<file path="src/rtl/uart_rx_param.sv">
// uart_rx_param: parametrised UART receiver with oversampled bit timing.
// The line passes through a two-flop synchroniser. The receiver checks
// parity, framing and break, and reports each frame with a one-cycle
// o_RX_DV pulse.
// Optional feature macro: UART_RX_MAJORITY_EN. When it is defined, every bit
// decision is a 2-of-3 vote over three ticks centred on mid-bit. When it is
// undefined, each bit is taken from a single mid-bit sample.

module uart_rx_param #(
    parameter int DATA_BITS   = 8,
    parameter int OVERSAMPLE  = 16,
    parameter int PARITY_MODE = 0,
    parameter int STOP_BITS   = 1
) (
    input  logic                 i_Clock,
    input  logic                 i_reset,
    input  logic                 i_RX,
    input  logic                 sample_tick,
    output logic                 o_RX_DV,
    output logic [DATA_BITS-1:0] o_RX_Data,
    output logic                 o_parity_err,
    output logic                 o_frame_err,
    output logic                 o_break,
    output logic                 o_busy
);

    localparam int CW = $clog2(OVERSAMPLE);
    localparam int IW = 4;

    // Mid-point of the start bit, counted from the falling edge.
    localparam logic [CW-1:0] MID      = CW'(OVERSAMPLE / 2 - 1);
    // Data, parity and stop bits are decided one full bit period after the previous decision.
    localparam logic [CW-1:0] BIT_DEC  = CW'(OVERSAMPLE - 1);
`ifdef UART_RX_MAJORITY_EN
    // The vote's last sample is one tick after centre, so the start decision moves to MID+1.
    localparam logic [CW-1:0] START_DEC = CW'(OVERSAMPLE / 2);
    localparam logic [CW-1:0] START_V0  = CW'(OVERSAMPLE / 2 - 2);
    localparam logic [CW-1:0] BIT_V0    = CW'(OVERSAMPLE - 3);
    localparam logic [CW-1:0] BIT_V1    = CW'(OVERSAMPLE - 2);
`else
    localparam logic [CW-1:0] START_DEC = MID;
`endif
    localparam logic [IW-1:0] LAST_DATA = IW'(DATA_BITS - 1);
    localparam logic [IW-1:0] LAST_STOP = IW'(STOP_BITS - 1);

    typedef enum logic [2:0] {
        IDLE,
        START,
        DATA,
        PARITY,
        STOP,
        DONE,
        WAIT_IDLE
    } state_t;

    state_t                 state_reg, state_next;
    logic [1:0]             sync_reg;
    logic                   rx_s;
    logic [CW-1:0]          cnt_reg, cnt_next;
    logic [IW-1:0]          idx_reg, idx_next;
    logic [DATA_BITS-1:0]   shift_reg, shift_next;
    logic                   par_bit_reg, par_bit_next;
    logic                   perr_reg, perr_next;
    logic                   ferr_reg, ferr_next;
    logic                   stop_low_reg, stop_low_next;
    logic [DATA_BITS-1:0]   data_out_reg, data_out_next;
    logic                   perr_out_reg, perr_out_next;
    logic                   ferr_out_reg, ferr_out_next;
    logic                   brk_out_reg, brk_out_next;

    logic [CW-1:0]          dec_cnt;
    logic                   at_dec;
    logic                   bit_val;

    assign rx_s = sync_reg[1];

    // Two-flop synchroniser for the asynchronous serial line; it resets to the idle level.
    always_ff @(posedge i_Clock or negedge i_reset) begin
        if (!i_reset) begin
            sync_reg <= 2'b11;
        end else begin
            sync_reg <= {sync_reg[0], i_RX};
        end
    end

    assign dec_cnt = (state_reg == START) ? START_DEC : BIT_DEC;
    assign at_dec  = sample_tick && (cnt_reg == dec_cnt);

`ifdef UART_RX_MAJORITY_EN
    logic [1:0]    vote_reg;
    logic [CW-1:0] v0_cnt;
    logic [CW-1:0] v1_cnt;

    assign v0_cnt = (state_reg == START) ? START_V0 : BIT_V0;
    assign v1_cnt = (state_reg == START) ? MID      : BIT_V1;

    // Capture the two early votes; the third vote is the live sample on the decision tick.
    always_ff @(posedge i_Clock or negedge i_reset) begin
        if (!i_reset) begin
            vote_reg <= 2'b11;
        end else if (sample_tick) begin
            if (cnt_reg == v0_cnt) vote_reg[0] <= rx_s;
            if (cnt_reg == v1_cnt) vote_reg[1] <= rx_s;
        end
    end

    assign bit_val = (vote_reg[0] & vote_reg[1]) |
                     (vote_reg[0] & rx_s) |
                     (vote_reg[1] & rx_s);
`else
    assign bit_val = rx_s;
`endif

    // State and datapath registers; an asynchronous reset abandons any frame in progress.
    always_ff @(posedge i_Clock or negedge i_reset) begin
        if (!i_reset) begin
            state_reg    <= IDLE;
            cnt_reg      <= '0;
            idx_reg      <= '0;
            shift_reg    <= '0;
            par_bit_reg  <= 1'b0;
            perr_reg     <= 1'b0;
            ferr_reg     <= 1'b0;
            stop_low_reg <= 1'b0;
            data_out_reg <= '0;
            perr_out_reg <= 1'b0;
            ferr_out_reg <= 1'b0;
            brk_out_reg  <= 1'b0;
        end else begin
            state_reg    <= state_next;
            cnt_reg      <= cnt_next;
            idx_reg      <= idx_next;
            shift_reg    <= shift_next;
            par_bit_reg  <= par_bit_next;
            perr_reg     <= perr_next;
            ferr_reg     <= ferr_next;
            stop_low_reg <= stop_low_next;
            data_out_reg <= data_out_next;
            perr_out_reg <= perr_out_next;
            ferr_out_reg <= ferr_out_next;
            brk_out_reg  <= brk_out_next;
        end
    end

    // Next-state logic: tick counting, bit decisions, error accumulation and result capture.
    always_comb begin
        state_next    = state_reg;
        cnt_next      = cnt_reg;
        idx_next      = idx_reg;
        shift_next    = shift_reg;
        par_bit_next  = par_bit_reg;
        perr_next     = perr_reg;
        ferr_next     = ferr_reg;
        stop_low_next = stop_low_reg;
        data_out_next = data_out_reg;
        perr_out_next = perr_out_reg;
        ferr_out_next = ferr_out_reg;
        brk_out_next  = brk_out_reg;

        // The bit-timing counter runs only on oversample ticks and restarts at each decision.
        if ((state_reg == START || state_reg == DATA ||
             state_reg == PARITY || state_reg == STOP) && sample_tick) begin
            cnt_next = at_dec ? '0 : cnt_reg + CW'(1);
        end

        case (state_reg)
            IDLE: begin
                cnt_next = '0;
                if (!rx_s) begin
                    state_next = START;
                end
            end

            START: begin
                if (at_dec) begin
                    if (!bit_val) begin
                        state_next    = DATA;
                        idx_next      = '0;
                        perr_next     = 1'b0;
                        ferr_next     = 1'b0;
                        stop_low_next = 1'b1;
                    end else begin
                        // Line high again at mid-bit: treat it as a glitch and keep the old results.
                        state_next = IDLE;
                    end
                end
            end

            DATA: begin
                if (at_dec) begin
                    shift_next = {bit_val, shift_reg[DATA_BITS-1:1]};
                    if (idx_reg == LAST_DATA) begin
                        idx_next   = '0;
                        state_next = (PARITY_MODE != 0) ? PARITY : STOP;
                    end else begin
                        idx_next = idx_reg + IW'(1);
                    end
                end
            end

            PARITY: begin
                if (at_dec) begin
                    par_bit_next = bit_val;
                    // Even mode requires a zero XOR over data and parity; odd mode requires a one.
                    if (PARITY_MODE == 2) begin
                        perr_next = ~(^shift_reg ^ bit_val);
                    end else begin
                        perr_next = ^shift_reg ^ bit_val;
                    end
                    idx_next   = '0;
                    state_next = STOP;
                end
            end

            STOP: begin
                if (at_dec) begin
                    if (!bit_val) begin
                        ferr_next = 1'b1;
                    end else begin
                        stop_low_next = 1'b0;
                    end
                    if (idx_reg == LAST_STOP) begin
                        // Results are captured on entry to DONE so they are valid alongside o_RX_DV.
                        state_next    = DONE;
                        data_out_next = shift_reg;
                        perr_out_next = perr_reg;
                        ferr_out_next = ferr_reg | ~bit_val;
                        brk_out_next  = (shift_reg == '0) &&
                                        ((PARITY_MODE == 0) || !par_bit_reg) &&
                                        stop_low_reg && !bit_val;
                    end else begin
                        idx_next = idx_reg + IW'(1);
                    end
                end
            end

            DONE: begin
                state_next = brk_out_reg ? WAIT_IDLE : IDLE;
            end

            WAIT_IDLE: begin
                // A held-low line must not be taken as a new start bit.
                if (rx_s) begin
                    state_next = IDLE;
                end
            end

            default: begin
                state_next = IDLE;
            end
        endcase
    end

    assign o_RX_DV      = (state_reg == DONE);
    assign o_RX_Data    = data_out_reg;
    assign o_parity_err = perr_out_reg;
    assign o_frame_err  = ferr_out_reg;
    assign o_break      = brk_out_reg;
    assign o_busy       = (state_reg != IDLE);

endmodule

</file>
<file path="config.mk">
export PLATFORM = sky130hd
export DESIGN_NAME = uart_rx_param
export DESIGN_NICKNAME = d
export VERILOG_FILES = /design/src/rtl/uart_rx_param.sv
export SDC_FILE = /design/constraint.sdc
export NUM_CORES = 1
export LEC_CHECK = 0
export BUFFER_PORTS_ARGS = -buffer_cell sky130_fd_sc_hd__buf_2
export CAP_MARGIN = 20
export CORE_ASPECT_RATIO = 0.9
export CORE_MARGIN = 1
export CORE_UTILIZATION = 46
export CTS_CLUSTER_DIAMETER = 60
export DETAILED_ROUTE_END_ITERATION = 16
export SETUP_SLACK_MARGIN = 0.1
export SYNTH_ARGS = -nofsm -noshare
export SYNTH_HDL_FRONTEND = slang
export SYNTH_SLANG_ARGS = --single-unit
</file>
<file path="constraint.sdc">
create_clock -name i_Clock -period 2.51 [get_ports i_Clock]
set_input_delay 0.502 -clock i_Clock [delete_from_list [all_inputs] [get_ports i_Clock]]
set_output_delay 0.502 -clock i_Clock [all_outputs]
set_load 0.05 [all_outputs]
</file>
==> impl_metrics.yaml <==
clock_tree:
  cts_clk_pin_slew_worst_paths_ps: 80
  cts-htree-levels: 2
  cts_sinks: 35
  post_cts_buffers: 0
  cts_root_buf: "sky130_fd_sc_hd__clkbuf_8"
  cts-resized-gates: 0
  tritoncts.num_buffers: 5
  cts_tree: "yes"
  clockBufferDepth: 2
  hold_buffers: 0
  insertion_delay_ps: 290
finish:
  layout-drive-gt1-share_pct: 22.3
  nets: 225
  fill_cells: 349
  multiInputGateArea_um2: 915
  insertedDiodeCount: 0
  regArea_um2: 878
  stdcell_count: 261
  area_growth_syn_to_layout_pct: 13.7
logic_synthesis:
  synth.avg_cell_area_um2: 9.75
  ys_top_cells_by_area: "sky130_fd_sc_hd__dfrtp_1, sky130_fd_sc_hd__mux2_2, sky130_fd_sc_hd__o21ai_0"
  synthArstFlopShare_pct: 100
  yosysMostFrequentCell: "sky130_fd_sc_hd__dfrtp_1"
  synth.yosys.warnings: 0
  post_synth_instance_area_um2: 1910
  syn_inst_count: 196
  synth.largest_area_cell: "sky130_fd_sc_hd__dfrtp_1"
  synth_enable_flop_cells: 0
  synth_ff_type: "sky130_fd_sc_hd__dfrtp_1"
  synth_cell_types: 48
  ys_seq_elements: 35
  mappedNetlistNets: 207
  sequential_share_of_the_synthesized_area_pct: 46.0
  yosys-top-cells-count: "sky130_fd_sc_hd__dfrtp_1, sky130_fd_sc_hd__nand2_1, sky130_fd_sc_hd__o21ai_0"
  fraction_of_synthesized_cell_area_taken_by_the_top_area_cell_type_pct: 43.2
floorplanning:
  coreArea_um2: 3840
  die_area_um2: 4420
  floorplan.initialDensity_pct: 49.8
  die_height_um: 63.1
  die_w_um: 69.9
  rows: 21
  pin_count: 17
timing:
  worst_hold_slack_ps: 275
  worst_setup_skew_after_layout_ps: 10.7
  finalCriticalPeriod_ps: 2270
  finalCritPeriodShare_pct: 90.3
  fmaxAchievable_mhz: 441
  report.final.setup_viol: 0
  finalSetupTns_ps: 0
  post-route-worst-setup-slack_ps: 244
  finalHoldViolations: 0
  setup_repair_after_global_routing_missed_its_margin: "false"
  max_slew_margin_pct: 49.3
  tightest_slew_ps: 761
  drv_slew: 0
placed_design:
  post-place-ws_ps: 529
  instance_count_after_placement_with_tap_cells_included: 253
  gp_congestion: 0.851
  dp_hpwl_um: 2830
  port_buffers: 16
detailed_routing:
  drtAntennaViolNets: 0
  drc: 0
  first_pass_iters: 4
  post_drt_via_cell_ratio: 5.77
  final_routed_wirelength_across_all_metal_layers_um: 3850
  dr.first_iter.drc_count: 60
  vias: 1505
  wire_per_inst_um: 14.7
worst_setup_path:
  crit_path_cell_trace: "nand2b_1, nor2_1, buf_2"
  worst-path-buf-inv: 1
  critical_path.slowest_cell: "sky130_fd_sc_hd__dfrtp_1"
  crit_family: "flip-flops"
  setup.worst_path.start_class: "flop"
  critPathMaxFanout: 16
  worst_ep_required_time_ps: 2010
  timing.critical_path.depth: 3
  path_class: "reg2out"
  depth_of_the_worst_register_to_register_path: 6
  crit_arrival_ps: 1760
  critical_path.endpoint_type: "primary output"
  critPathMaxStageDelay_ps: 700
global_route:
  global_route_wire_length_before_repair_um: 6850
  track_usage_pct: 19.8
  first_global_vias: 1466
  grt_max_degree: 36
  grt_overflow: 0
  initial_antenna_violation_count: 0
min_path:
  min_path_type: "in2async"
flow_run:
  timing.max_cap.violations: 0
pwr:
  post-layout-total-power_w: 0.00225
  power_density_nw_per_um2: 1030
  cell_leakage_power_nw: 1.03
  vdd_ir_drop_max_v: 0.000531
status:
  outcome: "completed"
## path summary, 6_finish.rpt
| kind | startpoint | end | slack (ps) |
|---|---|---|---|
| hold / removal | i_reset | o_RX_Data[3]$_DFFE_PN0P_ | 280 |
| hold reg to reg | sync_reg[0]$_DFF_PN1_ | sync_reg[1]$_DFF_PN1_ | 360 |
| min in group i_Clock | i_RX | sync_reg[0]$_DFF_PN1_ | 310 |
| max in group asynchronous | i_reset | idx_reg[0]$_DFFE_PN0P_ | 1740 |
| setup reg to reg | idx_reg[0]$_DFFE_PN0P_ | o_RX_Data[6]$_DFFE_PN0P_ | 510 |
| setup / recovery | state_reg[2]$_DFFE_PN0P_ | o_RX_DV | 240 |
## metal layers
layer | vias to the layer above | part of all wire (%) | GRT usage, %
met5 | - | 0 | 0
met4 | 0 | 1.0 | 6.75
met3 | 5 | 4.4 | 4.96
met2 | 38 | 45 | 30.2
met1 | 730 | 49 | 27.5
li1 | 732 | - | -
## placed cells by master, fill, tap and decap left out, types with 3 or more instances in the layout
master,count
sky130_fd_sc_hd__buf_2,16
sky130_fd_sc_hd__xnor2_1,4
sky130_fd_sc_hd__clkbuf_8,5
sky130_fd_sc_hd__mux2_2,10
sky130_fd_sc_hd__a21oi_1,9
sky130_fd_sc_hd__inv_1,17
sky130_fd_sc_hd__buf_4,5
sky130_fd_sc_hd__dfrtp_1,33
sky130_fd_sc_hd__nand2_1,18
sky130_fd_sc_hd__o41ai_1,3
sky130_fd_sc_hd__nor2_1,13
sky130_fd_sc_hd__ha_1,7
sky130_fd_sc_hd__o31ai_1,5
sky130_fd_sc_hd__o21ai_0,18
sky130_fd_sc_hd__nand3_1,5
sky130_fd_sc_hd__a211oi_1,3
## power by group
group          switching, W  leakage (nW)  internal (W)
combinational      0.000458         0.526      0.000358
sequential         0.000138         0.439      0.000694
clock              0.000202        0.0644      0.000396
## final cells by class
| type | count | area share (%) |
|---|---|---|
| flip-flops and latches | 35 | 40.4 |
| repair buffers | 21 | 5.41 |
| well taps | 46 | 2.65 |
| multi-input cells | 133 | 42.1 |
| clock inverters | 3 | 3.11 |
| inverters | 18 | 3.11 |
| clock buffers | 5 | 3.17 |
## per-stage QoR
| stage | util (%) | instance area (um2) |
|---|---|---|
| 3_5_place_dp | 53.1 | 2040 |
| 3_3_place_gp | 53.1 | 2040 |
| 5_1_grt | 56.6 | 2170 |
| 2_1_floorplan | - | 1910 |
| 4_1_cts | 56.6 | 2170 |
| 6_report | 56.6 | 2170 |
## cell families (layout without fill, tap and decap cells)
logic type	count (synthesis)	in the layout	share of synthesized area, %
AO/OA/AOI/OAI	53	53	17.4
AND/OR/NAND/NOR	56	56	16.7
buffers and inverters	28	47	6.16
flip-flops	35	35	46.0
adder cells (fa/ha/maj)	8	8	5.11
XOR/XNOR	5	5	2.29
multiplexers	11	11	6.42
No activity file was read; power rests on OpenSTA's default activity.
